### config.mk
export PLATFORM = sky130hd
export DESIGN_NAME = display_barcos
export DESIGN_NICKNAME = d
export VERILOG_FILES = /design/src/rtl/display_barcos.sv
export SDC_FILE = /design/constraint.sdc
export NUM_CORES = 1
export LEC_CHECK = 0
export CORE_AREA = 5 5 127 129
export DETAILED_ROUTE_END_ITERATION = 8
export DIE_AREA = 0 0 132 134
export PLACE_DENSITY_LB_ADDON = 0.3
export SYNTH_ARGS = -nofsm -noshare
export SYNTH_HDL_FRONTEND = slang
export SYNTH_SLANG_ARGS = --single-unit
export TNS_END_PERCENT = 10
### constraint.sdc
create_clock -name clk -period 3.6 [get_ports clk]
set_input_delay 0.72 -clock clk [delete_from_list [all_inputs] [get_ports clk]]
set_output_delay 0.72 -clock clk [all_outputs]
set_load 0.005 [all_outputs]
### src/rtl/display_barcos.sv
// -----------------------------------------------------------------------------
// display_barcos : per-player 7-segment display of ships alive, with blink on loss
// Rev 1.0
// -----------------------------------------------------------------------------
`default_nettype none

module display_barcos #(
   parameter int N_BARCOS     = 5,
   parameter int N_JUGADORES  = 2,
   parameter int BLINK_CICLOS = 25_000_000,
   parameter int BLINK_VECES  = 3
) (
   input  logic                            clk,
   input  logic                            rst,
   input  logic [N_JUGADORES*N_BARCOS-1:0] barcos,
   output logic [N_JUGADORES*7-1:0]        segmentos,
   output logic [N_JUGADORES-1:0]          hundido,
   output logic [N_JUGADORES-1:0]          derrota
);

   localparam int CW = $clog2(N_BARCOS + 1);
   localparam int PW = (BLINK_CICLOS > 1) ? $clog2(BLINK_CICLOS) : 1;
   localparam int VW = (BLINK_VECES > 1) ? $clog2(BLINK_VECES) : 1;

   localparam logic [PW-1:0] PH_LAST  = PW'(BLINK_CICLOS - 1);
   localparam logic [VW-1:0] OFF_LAST = VW'(BLINK_VECES - 1);
   localparam logic [CW-1:0] CNT_MAX  = CW'(N_BARCOS);
   localparam logic [6:0]    BLANK    = 7'b1111111;

   typedef enum logic [1:0] {
      NORMAL    = 2'd0,
      APAGADO   = 2'd1,
      ENCENDIDO = 2'd2
   } estado_t;

   function automatic logic [6:0] digito(input logic [3:0] v);
      case (v)
         4'd0:    digito = 7'b0000001;
         4'd1:    digito = 7'b1001111;
         4'd2:    digito = 7'b0010010;
         4'd3:    digito = 7'b0000110;
         4'd4:    digito = 7'b1001100;
         4'd5:    digito = 7'b0100100;
         4'd6:    digito = 7'b0100000;
         4'd7:    digito = 7'b0001111;
         4'd8:    digito = 7'b0000000;
         4'd9:    digito = 7'b0000100;
         default: digito = BLANK;
      endcase
   endfunction

   logic [N_JUGADORES*N_BARCOS-1:0] r_barcos;

   always_ff @(posedge clk) begin
      if (rst) r_barcos <= '1;
      else     r_barcos <= barcos;
   end

   for (genvar j = 0; j < N_JUGADORES; j++) begin : g_canal
      estado_t       r_st, w_st_n;
      logic [CW-1:0] r_cuenta, w_cuenta_n, w_count;
      logic [PW-1:0] r_ph, w_ph_n;
      logic [VW-1:0] r_off, w_off_n;
      logic          r_hund, r_derr;
      logic [6:0]    r_seg;

      // Position-independent popcount of this player's alive mask
      always_comb begin
         w_count = '0;
         for (int b = 0; b < N_BARCOS; b++)
            w_count = w_count + CW'(r_barcos[j*N_BARCOS + b]);
      end

      // A loss outranks any timer transition and restarts the blink sequence
      always_comb begin
         w_st_n     = r_st;
         w_cuenta_n = r_cuenta;
         w_ph_n     = r_ph;
         w_off_n    = r_off;
         if (w_count < r_cuenta) begin
            w_cuenta_n = w_count;
            w_st_n     = APAGADO;
            w_ph_n     = '0;
            w_off_n    = '0;
         end else if (w_count > r_cuenta) begin
            w_cuenta_n = w_count;
            w_st_n     = NORMAL;
            w_ph_n     = '0;
            w_off_n    = '0;
         end else begin
            case (r_st)
               APAGADO: begin
                  if (r_ph == PH_LAST) begin
                     w_st_n = ENCENDIDO;
                     w_ph_n = '0;
                  end else begin
                     w_ph_n = r_ph + PW'(1);
                  end
               end
               ENCENDIDO: begin
                  if (r_ph == PH_LAST) begin
                     w_ph_n = '0;
                     if (r_off == OFF_LAST) begin
                        w_st_n  = NORMAL;
                        w_off_n = '0;
                     end else begin
                        w_st_n  = APAGADO;
                        w_off_n = r_off + VW'(1);
                     end
                  end else begin
                     w_ph_n = r_ph + PW'(1);
                  end
               end
               default: begin
                  w_st_n  = NORMAL;
                  w_ph_n  = '0;
                  w_off_n = '0;
               end
            endcase
         end
      end

      always_ff @(posedge clk) begin
         if (rst) begin
            r_st     <= NORMAL;
            r_cuenta <= CNT_MAX;
            r_ph     <= '0;
            r_off    <= '0;
            r_hund   <= 1'b0;
            r_derr   <= 1'b0;
            r_seg    <= digito(4'(CNT_MAX));
         end else begin
            r_st     <= w_st_n;
            r_cuenta <= w_cuenta_n;
            r_ph     <= w_ph_n;
            r_off    <= w_off_n;
            r_hund   <= (w_count < r_cuenta);
            r_derr   <= (w_cuenta_n == '0);
            r_seg    <= (w_st_n == APAGADO) ? BLANK : digito(4'(w_cuenta_n));
         end
      end

      assign segmentos[j*7 +: 7] = r_seg;
      assign hundido[j]          = r_hund;
      assign derrota[j]          = r_derr;
   end

endmodule

`default_nettype wire
==> summary.md, run 1 <==
| Metric | Value |
|---|---|
| Routed wire length | `approximately 8400 microns` |
| Crit-path cells | `fa_1 > fa_2 > ha_4 > ha_4 > nor2b_4 > o21ai_2 > a221oi_4 > mux2i_1 > buf_4 > ha_1 > or2_2 > a31oi_1` |
| Hold Crit Endpoint | `g_canal[0].r_ph[0]` |
| Pwr per Cell Area | `roughly 510 mW/mm^2` |
| Final Critical Period | `3.40 ns` |
| Clock slew at reported path FFs | `~0.070 ns` |
| Ys flop type | `dfxtp_1` |
| Mean post-synth cell area | `roughly 9.4 sq um` |
| Clock sinks | `92` |
| Actual slew at the worst max-slew pin | `0.709 ns` |
| Syn Std Cell Area | `between 0.004 and 0.005 sq mm` |
| H-tree depth | `3` |
| Max Fclk | `~300 MHz` |
| Cell row count | `45` |
| CP most frequent cell | `ha_4` |
| Drt first pass iters | `4` |
| Post-synth ARST share | `0%` |
| Final slew viol count | `0` |
| Multi-input gate area | `~0.0023 sq mm` |
| Starting DRT DRC Count | `126` |
| CP bufs+invs | `1` |
| Vias in the first global route | `3112` |
| Most common cell in the synthesized netlist | `dfxtp_1` |
| Req. time, crit path | `roughly 3.9 ns` |
| Top post-synthesis cells by count | `dfxtp_1 (92), nor2_1 (58), xor2_1 (33)` |
| Reg2reg end | `g_canal[1].r_seg[1]` |
| Final core occ | `34.9%` |
| Starting Density | `~29%` |
| # IOs | `30` |
| CTS tree | `built` |
| Crit. End Element | `flop` |
| WS Path Type | `reg2reg` |
| DR vias/cell | `around 4.6` |
| Post-synthesis sequential area ratio | `42.4%` |
| Yosys top cell by area | `dfxtp_1` |
| Grt ovf | `0` |
| Layout cell share with drive strength beyond 1 | `15.7%` |
| Hold path start | `g_canal[0].r_ph[0]` |
| Root buffer selected by CTS | `clkbuf_16` |
| Diode count | `0` |
| Routability cong. | `a little under 0.8` |
| Peak supply drop | `roughly 0.25 mV` |
| Max Cap Viol | `0` |
| Ranking of synthesized cells by area | `dfxtp_1 (42%), ha_1 (7.2%), xor2_1 (6.7%)` |
| Die width | `around 130 microns` |
| Worst Hold Depth | `1` |
| CP arrival | `roughly 3.7 ns` |
| Filler cells | `roughly 1500` |
| WL per Instance | `approximately 12 microns` |
| CP top delay family | `adder cells` |
| Net Count, Synth | `505` |
| Total global-route track usage | `around 10%` |
| Syn Inst Count | `about 460` |
| Setup TNS | `0 ns` |
| YS warnings | `0` |
| Worst-path fanout max | `6` |
| Leak Pwr | `0.00184 uW` |
| Register bit total from synthesis | `roughly 90` |
| Slowest library cell on the worst path | `fa_1` |
| Layout Nets | `540` |
| I/O Buffers | `29` |
| Antenna viol nets, final | `0` |
| Hold Worst Slack | `0.461 ns` |
| Crit path launch type | `flop` |
| Count of different cell masters after synthesis | `54` |
| Via count | `between 3000 and 4000` |
| Core Region | `approximately 0.015 sq mm` |
| Worst skew pair latency | `between 0.3 and 0.4 ns` |
| Largest net degree at the start of global routing | `28` |
| Worst r2r src | `r_barcos[5]` |
| Unrepaired setup endpoints after global routing | `no` |
| Number of synthesized flops with an enable pin | `0` |
| Initial antenna violation count | `0` |
| Register Area | `0.00184 sq mm` |
| Worst Skew | `around 0.0050 ns` |
| Synth top area share | `42.4%` |
| CTS Buf Count | `9` |
| Hold_buf cts | `0` |
| Final setup violation count | `0` |
| Slew margin rel. | `a little over half` |
| First-pass GRT wire length | `between 10000 and 15000 microns` |
| Final Hold Vio Count | `0` |
| Fin crit share | `a little over nine tenths` |
| Clock Path Buffers | `2` |
| R2R Setup Slk | `between 0.15 and 0.2 ns` |
| Die Height | `134 microns` |
| Status | `completed` |
| Max incr delay on CP | `around 0.5 ns` |
| Layout Area Growth over Synthesis | `20.0%` |
| Drt drc | `0` |
| Worst reg2reg path depth | `12` |
| Die area | `approximately 0.018 sq mm` |
| Worst Hold Class | `reg2reg` |
| Post-DP HPWL | `around 6000 microns` |
| Total Power | `roughly 2700 uW` |
==> worst reg2reg max path, stage by stage (launching register included) <==
cell	delay (ns)
dfxtp_1	0.32
fa_1	0.50
fa_2	0.39
ha_4	0.24
ha_4	0.27
nor2b_4	0.15
o21ai_2	0.09
a221oi_4	0.40
mux2i_1	0.14
buf_4	0.17
ha_1	0.18
or2_2	0.28
a31oi_1	0.18
==> timing repair <==
item | 4_1_cts | 5_1_grt
buffers inserted | 1 | 0
pin swaps | 1 | 2
gates resized for setup | 1 | 10
setup endpoints to repair | 10 | 37
==> cells in the final DEF (no fill, tap or decap), drive strengths merged, types with 6 or more instances in the layout <==
cell,n
dfxtp,92
nor2,78
xor2,33
clkdlybuf4s50,29
nand2,29
inv,27
nand3,25
ha,25
xnor2,15
or2,14
nand4,11
clkbuf,11
nor3,10
a21oi,10
buf,10
and3,9
nand2b,8
a31oi,6
o21ai,6
==> state kept, by name, summed over array words and instances, names as in the netlist <==
| name | flops |
|---|---|
| g_canal.r_seg | 14 |
| r_barcos | 10 |
| g_canal.r_derr | 2 |
| g_canal.r_off | 4 |
| g_canal.r_hund | 2 |
| g_canal.r_cuenta | 6 |
| g_canal.r_st | 4 |
| g_canal.r_ph | 50 |
==> metrics by stage <==
step,cell area (sq um),std cells,worst slack (ns)
floorplan,4340,464,0.0598
global placement,4850,675,0.0827
detailed placement,4850,675,0.0137
CTS,5160,692,0.00571
global route,5210,692,0.0390
finish,5210,692,0.199
==> cell families (layout without fill, tap and decap cells) <==
group / count (synthesis) / after routing / share of synthesized area (%)
adders and majority gates: 29 / 29 / 9.04
AOI/OAI and AO/OA: 35 / 35 / 6.51
and+or+nand+nor: 213 / 213 / 25.9
muxes: 7 / 7 / 1.67
xor gates and xnor gates: 48 / 48 / 9.68
buffers and inverters: 40 / 80 / 4.78
DFF: 92 / 92 / 42.4
==> report_power, final <==
group	leakage, uW	internal (uW)	switching, uW	total [uW]
Clock	0.000150	560	403	963
Sequential	0.000751	1090	28.5	1110
Combinational	0.000944	290	292	582
Total	0.00184	1940	724	2660
==> final cells by class <==
class,instances,share of cell area (%)
Tap cell,188,4.51
Timing Repair Buffer,39,7.49
Clock buffer,11,4.66
Sequential cell,92,35.3
Clock inverter,5,1.10
Multi-Input combinational cell,332,45.1
Inverter,25,1.80
==> worst max-delay path by stage <==
stage          cells after the start             endpoint  slack [ns]        start
2_1_floorplan                     12  g_canal[1].r_seg[2]        0.06  r_barcos[5]
3_3_place_gp                      12  g_canal[1].r_seg[3]        0.08  r_barcos[5]
3_5_place_dp                      12  g_canal[1].r_ph[24]        0.01  r_barcos[5]
4_1_cts                           12  g_canal[1].r_seg[1]       0.006  r_barcos[5]
5_1_grt                           12  g_canal[1].r_seg[5]        0.04  r_barcos[5]
6_report                          12  g_canal[1].r_seg[1]        0.20  r_barcos[5]
==> metal layers <==
metal / share of wire [%] / track usage, % / wire length [microns] / vias up
li1: - / - / - / 1627
met3: 4.3 / 3.26 / 362 / 11
met1: 49 / 12.8 / 4130 / 1482
met4: 1.8 / 4.17 / 153 / 0
met2: 45 / 15.2 / 3770 / 39
met5: 0 / 0 / 0 / -
(Power assumes the default switching activity.)
==> run 2: changes to the inputs <==
--- a/config.mk
+++ b/config.mk
@@ -9,6 +9,7 @@
 export DETAILED_ROUTE_END_ITERATION = 8
 export DIE_AREA = 0 0 132 134
 export PLACE_DENSITY_LB_ADDON = 0.3
+export SLEW_MARGIN = 20
 export SYNTH_ARGS = -nofsm -noshare
 export SYNTH_HDL_FRONTEND = slang
 export SYNTH_SLANG_ARGS = --single-unit
==> constraint.sdc (replaced) <==
create_clock -name clk -period 3.7 [get_ports clk]
set_input_delay 0.74 -clock clk [delete_from_list [all_inputs] [get_ports clk]]
set_output_delay 0.74 -clock clk [all_outputs]
set_load 0.005 [all_outputs]
==> summary.md, run 2 (synthesis results as in run 1) <==
| Metric | Value |
|---|---|
| Starting Density | `29.1% (unchanged)` |
| Flop pwr share | `42.7% (+0.8 points)` |
| I/O Buffers | `29 (unchanged)` |
| Worst skew pair latency | `0.35 ns (about the same)` |
| Layout Nets | `538 (-0.37%)` |
| GR Util met2 | `14.0% (-1.2 points)` |
| Clock Path Buffers | `2 (unchanged)` |
| Die width | `132 microns (unchanged)` |
| Met1 Usage GRT | `12.4% (-0.41 points)` |
| Most flop-heavy register | `g_canal.r_ph` |
| Fin crit share | `95.1% (+0.66 points)` |
| Place WS | `0.0546 ns (+0.0409 ns)` |
| Final Critical Period | `3.52 ns (+0.119 ns)` |
| Vias in the first global route | `2974 (-4.4%)` |
| # IOs | `30 (unchanged)` |
| First-pass GRT wire length | `13800 microns (-4.6%)` |
| Combinational fraction of design power | `21.4% (-0.5 points)` |
| Status | `completed` |
| Root buffer selected by CTS | `clkbuf_16` |
| Initial antenna violation count | `0 (unchanged)` |
| Max reg flops | `50 (unchanged)` |
| Commonest non-fill, non-tap cell in the layout | `dfxtp_1` |
| Actual slew at the worst max-slew pin | `0.775 ns (+0.0662 ns)` |
| Register Area | `0.00184 sq mm (unchanged)` |
| CTS tree | `built` |
| Filler cells | `1512 (+0.33%)` |
| CTS Buf Count | `9 (unchanged)` |
| CP arrival | `3.81 ns (+0.14 ns)` |
| P_int | `1850 uW (-4.5%)` |
| Worst-path fanout max | `4 (-2)` |
| Drt first pass iters | `4 (unchanged)` |
| H-tree depth | `3 (unchanged)` |
| WL per Instance | `11.7 microns (-3.9%)` |
| Clock sinks | `92 (unchanged)` |
| Antenna viol nets, final | `0 (unchanged)` |
| Final WS setup | `0.180 ns (-0.0189 ns)` |
| Leak Pwr | `0.00182 uW (-1.2%)` |
| Total global-route track usage | `9.54% (-0.35 points)` |
| CP top delay family | `adder cells` |
| Clock Power Share | `36.0% (-0.2 points)` |
| Total Power | `2540 uW (-4.4%)` |
| Pwr per Cell Area | `493 mW/mm^2 (-3.4%)` |
| WS Path Type | `reg2reg` |
| Clock slew at reported path FFs | `0.07 ns (about the same)` |
| Drt drc | `0 (unchanged)` |
| Sw frac | `27.3% (+0.064 points)` |
| Cell row count | `45 (unchanged)` |
| Peak supply drop | `0.214 mV (-14%)` |
| Routed wire length | `8070 microns (-4.1%)` |
| CP most frequent cell | `ha_1` |
| Placed Area | `0.00483 sq mm (-0.41%)` |
| Die area | `0.0177 sq mm (unchanged)` |
| Unrepaired setup endpoints after global routing | `no` |
| Grt met3 use | `3.11% (-0.15 points)` |
| DR vias/cell | `4.53 (-0.66%)` |
| Final setup violation count | `0 (unchanged)` |
| Commonest cells after routing, fill and taps aside | `dfxtp_1 (92), nor2_1 (58), xor2_1 (33)` |
| Max Fclk | `284 MHz (-3.4%)` |
| Crit-path cells | `fa_1 > fa_2 > ha_1 > ha_4 > nor2b_2 > o21bai_1 > a221oi_4 > mux2i_2 > inv_1 > ha_1 > mux2_2 > nand3_1` |
| P_sw | `694 uW (-4.2%)` |
| Via count | `3129 (-0.95%)` |
| Max incr delay on CP | `0.49 ns (about the same)` |
| Slew margin rel. | `47.9% (-4.5 points)` |
| Die Height | `134 microns (unchanged)` |
| Grt ovf | `0 (unchanged)` |
| Post-DP HPWL | `5880 microns (-3.3%)` |
| Final Cell Area | `0.00515 sq mm (-1.1%)` |
| Setup TNS | `0 ns (unchanged)` |
| Multi-input gate area | `0.00233 sq mm (-1.0%)` |
| Postcts setup bufs | `0 (-1)` |
| Hold_buf cts | `0 (unchanged)` |
| Final slew viol count | `0 (unchanged)` |
| Req. time, crit path | `3.99 ns (+0.12 ns)` |
| Core Region | `0.0149 sq mm (unchanged)` |
| Largest regs | `g_canal.r_ph x50, g_canal.r_seg x14, r_barcos x10` |
| Largest net degree at the start of global routing | `28 (unchanged)` |
| Worst Skew | `0.00700 ns (+0.00200 ns)` |
| CP bufs+invs | `1 (unchanged)` |
| Starting DRT DRC Count | `141 (+12%)` |
| Max Cap Viol | `0 (unchanged)` |
| Layout Area Growth over Synthesis | `18.7%` |
| Crit. End Element | `flop` |
| Layout cell share with drive strength beyond 1 | `14.5% (-1.1 points)` |
| Diode count | `0 (unchanged)` |
| Final Hold Vio Count | `0 (unchanged)` |
| Slowest library cell on the worst path | `fa_1` |
| Busiest grt layer | `met2` |
| Crit path launch type | `flop` |
| Worst Hold Class | `reg2reg` |
| Routability cong. | `0.780 (+0.17%)` |
[run 2: cell types whose count changed in the layout (fill, tap and decap cells not counted), sizes merged]
cell and delta:
buf -2, clkbuf -1, clkinv +1
[run 2: worst paths after layout]
| check | start | end | slack [ns] | cells past startpoint |
|---|---|---|---|---|
| min reg2reg | g_canal[0].r_ph[0] | g_canal[0].r_ph[0] | 0.47 | 1 |
| max reg2reg | r_barcos[5] | g_canal[1].r_seg[2] | 0.18 | 12 |
| max | r_barcos[5] | g_canal[1].r_seg[2] | 0.18 | 12 |
| min | g_canal[0].r_ph[0] | g_canal[0].r_ph[0] | 0.47 | 1 |
[run 2: metrics by stage]
step,util (%),instances,hold slack [ns]
after floorplan,-,464,0.430
after global placement,32.4,674,0.447
after detailed placement,32.4,674,0.452
after CTS,34.3,690,0.467
after global routing,34.5,690,0.518
final,34.5,690,0.468
[run 2: metal layers]
| metal | up-vias | wire, microns |
|---|---|---|
| met4 | 0 | 207 |
| met1 | 1437 | 4060 |
| met5 | - | 0 |
| met3 | 16 | 312 |
| met2 | 40 | 3490 |
| li1 | 1636 | - |
[run 2: cell type report]
cell class	instances	area share [%]
clock buffers	10	4.44
clock inverters	6	1.21
inverters	25	1.82
multi-input cells	332	45.1
flip-flops and latches	92	35.7
well taps	188	4.56
repair buffers	37	7.11
[run 2: power by group through the flow]
stage	Sequential (uW)	Clock (uW)	Combinational, uW
detailed placement	1110	0	529
global route	1090	987	609
finish	1080	914	544
floorplan	1110	0	335
CTS	1090	955	532
global placement	1110	0	520
[run 2: repair_timing]
action	CTS	global route
resized for setup	0	7
setup endpoints to repair	0	32
endpoints found under the hold margin	0	0
[run 2: worst reg2reg max path, delay by kind of cell, from the launching register on]
kind	cells	cell delay, ns
compound gates	2	0.50
fa+ha+maj	5	1.71
buf+inv	1	0.10
flops	1	0.32
mux	2	0.59
simple gates	2	0.25
==> run 3: changes to the inputs <==
--- a/config.mk
+++ b/config.mk
@@ -8,6 +8,7 @@
 export CORE_AREA = 5 5 127 129
 export DETAILED_ROUTE_END_ITERATION = 8
 export DIE_AREA = 0 0 132 134
+export GPL_TIMING_DRIVEN = 0
 export PLACE_DENSITY_LB_ADDON = 0.3
 export SLEW_MARGIN = 20
 export SYNTH_ARGS = -nofsm -noshare
==> summary.md, run 3 (synthesis results as in run 1) <==
| Metric | Value |
|---|---|
| H-tree depth | `3 (unchanged)` |
| Clock slew at reported path FFs | `0.07 ns (about the same)` |
| I/O Buffers | `28 (-3.4%)` |
| Hold_buf cts | `0 (unchanged)` |
| Placed Area | `0.00486 sq mm (+0.65%)` |
| Status | `completed` |
| Core Region | `0.0149 sq mm (unchanged)` |
| Clock sinks | `92 (unchanged)` |
| Worst Hold Class | `reg2reg` |
| Final Cell Area | `0.00530 sq mm (+2.8%)` |
| Fin crit share | `95.4% (+0.27 points)` |
| Crit path launch type | `flop` |
| Most flop-heavy register | `g_canal.r_ph` |
| Crit. End Element | `flop` |
| Pwr per Cell Area | `497 mW/mm^2 (+0.82%)` |
| Max Cap Viol | `0 (unchanged)` |
| CTS tree | `built` |
| WS Path Type | `reg2reg` |
| Actual slew at the worst max-slew pin | `0.705 ns (-0.0703 ns)` |
| Setup TNS | `0 ns (unchanged)` |
| Via count | `3209 (+2.6%)` |
| Layout Area Growth over Synthesis | `22.0%` |
| Post-DP HPWL | `6250 microns (+6.3%)` |
| CP arrival | `3.72 ns (-0.09 ns)` |
| Drt drc | `0 (unchanged)` |
| # IOs | `30 (unchanged)` |
| Final core occ | `35.5% (+0.96 points)` |
| Cell row count | `45 (unchanged)` |
| Peak supply drop | `0.256 mV (+20%)` |
| Worst skew pair latency | `0.35 ns (about the same)` |
| Max Fclk | `283 MHz (-0.28%)` |
| Clock Path Buffers | `2 (unchanged)` |
| Root buffer selected by CTS | `clkbuf_16` |
| Total global-route track usage | `10.0% (+0.50 points)` |
| First-pass GRT wire length | `14700 microns (+6.2%)` |
| Layout cell share with drive strength beyond 1 | `16.5% (+2.0 points)` |
| Layout Nets | `550 (+2.2%)` |
| Final setup violation count | `0 (unchanged)` |
| WL per Instance | `12.1 microns (+3.4%)` |
| Final Hold Vio Count | `0 (unchanged)` |
| Final slew viol count | `0 (unchanged)` |
| Slew margin rel. | `52.6% (+4.7 points)` |
| DR vias/cell | `4.56 (+0.66%)` |
| Hold Worst Slack | `0.472 ns (+0.00434 ns)` |
| Leak Pwr | `0.00187 uW (+2.9%)` |
| Die width | `132 microns (unchanged)` |
| Drt first pass iters | `4 (unchanged)` |
| Largest regs | `g_canal.r_ph x50, g_canal.r_seg x14, r_barcos x10` |
| Routability cong. | `0.817 (+4.8%)` |
| Commonest non-fill, non-tap cell in the layout | `dfxtp_1` |
| Commonest cells after routing, fill and taps aside | `dfxtp_1 (92), nor2_1 (58), xor2_1 (33)` |
| Max reg flops | `50 (unchanged)` |
| Starting DRT DRC Count | `187 (+33%)` |
| Antenna viol nets, final | `0 (unchanged)` |
| Die area | `0.0177 sq mm (unchanged)` |
| Routed wire length | `8500 microns (+5.3%)` |
| Largest net degree at the start of global routing | `16 (-43%)` |
| Die Height | `134 microns (unchanged)` |
| Req. time, crit path | `3.89 ns (-0.10 ns)` |
| Vias in the first global route | `3227 (+8.5%)` |
| Starting Density | `29.1% (unchanged)` |
| Grt ovf | `0 (unchanged)` |
| Worst-path fanout max | `5 (+1)` |
| Worst Skew | `0.0131 ns (+0.00614 ns)` |
| Final Critical Period | `3.53 ns (+0.00996 ns)` |
| CTS Buf Count | `9 (unchanged)` |
| Initial antenna violation count | `0 (unchanged)` |
-- run 3: cell count changes in the layout (fill, tap and decap cells not counted), moves of 2 or more --
cell / previous run / this run
clkbuf_8: 0 / 2
mux2i_1: 4 / 2
clkbuf_1: 1 / 6
mux2i_4: 0 / 3
buf_2: 0 / 2
buf_4: 6 / 11
clkinv_2: 3 / 0
-- run 3: layout make-up --
cell class / instances / area, sq um
Multi-Input combinational cell: 332 / 2370
Timing Repair Buffer: 35 / 333
Buffer: 14 / 110
Fill cell: 1513 / 9620
Clock inverter: 4 / 55.1
Antenna cell: 1 / 2.50
Tap cell: 188 / 235
Clock buffer: 12 / 256
Inverter: 25 / 93.8
Sequential cell: 92 / 1840
-- run 3: final timing paths --
kind	start	to	slack (ns)	cells after the start
worst max-delay path	r_barcos[5]	g_canal[1].r_seg[5]	0.17	13
worst min-delay path	g_canal[0].r_ph[0]	g_canal[0].r_ph[0]	0.47	1
worst max register to register	r_barcos[5]	g_canal[1].r_seg[5]	0.17	13
worst min register to register	g_canal[0].r_ph[0]	g_canal[0].r_ph[0]	0.47	1
-- run 3: what timing repair did --
| item | 4_1_cts | 5_1_grt |
|---|---|---|
| endpoints found under the setup margin | 9 | 50 |
| pin swaps | 1 | 1 |
| gates resized for setup | 7 | 7 |
| buffers inserted | 3 | 4 |
-- run 3: critical path: stages (launching register included) --
cell,delay [ns]
dfxtp_1,0.32
fa_1,0.50
fa_2,0.39
ha_4,0.25
ha_1,0.31
nor2b_2,0.18
o21ai_2,0.10
a221oi_4,0.29
buf_4,0.17
mux2i_4,0.28
inv_1,0.09
ha_1,0.29
nand2b_1,0.10
nand3_1,0.10
-- run 3: routing by layer --
| layer | global-route usage (%) | vias up | part of all wire (%) |
|---|---|---|---|
| met5 | 0 | - | 0 |
| met4 | 4.23 | 0 | 0.96 |
| met3 | 3.23 | 7 | 4.1 |
| met2 | 15.9 | 41 | 46 |
| met1 | 12.6 | 1510 | 49 |
| li1 | - | 1651 | - |
-- run 3: power breakdown --
group / total (uW) / internal [uW] / switching [uW] / leakage (uW)
logic: 598 / 303 / 295 / 0.000975
clock network: 950 / 564 / 386 / 0.000149
registers: 1090 / 1060 / 30.1 / 0.000751
-- run 3: metrics by stage --
step           total power, uW  setup slack [ns]  instances
3_5_place_dp              1630            -0.226        680
5_1_grt                   2790           -0.0119        702
6_report                  2640             0.170        703
4_1_cts                   2630            0.0152        699
2_1_floorplan             1440             0.160        464
3_3_place_gp              1610            -0.163        680
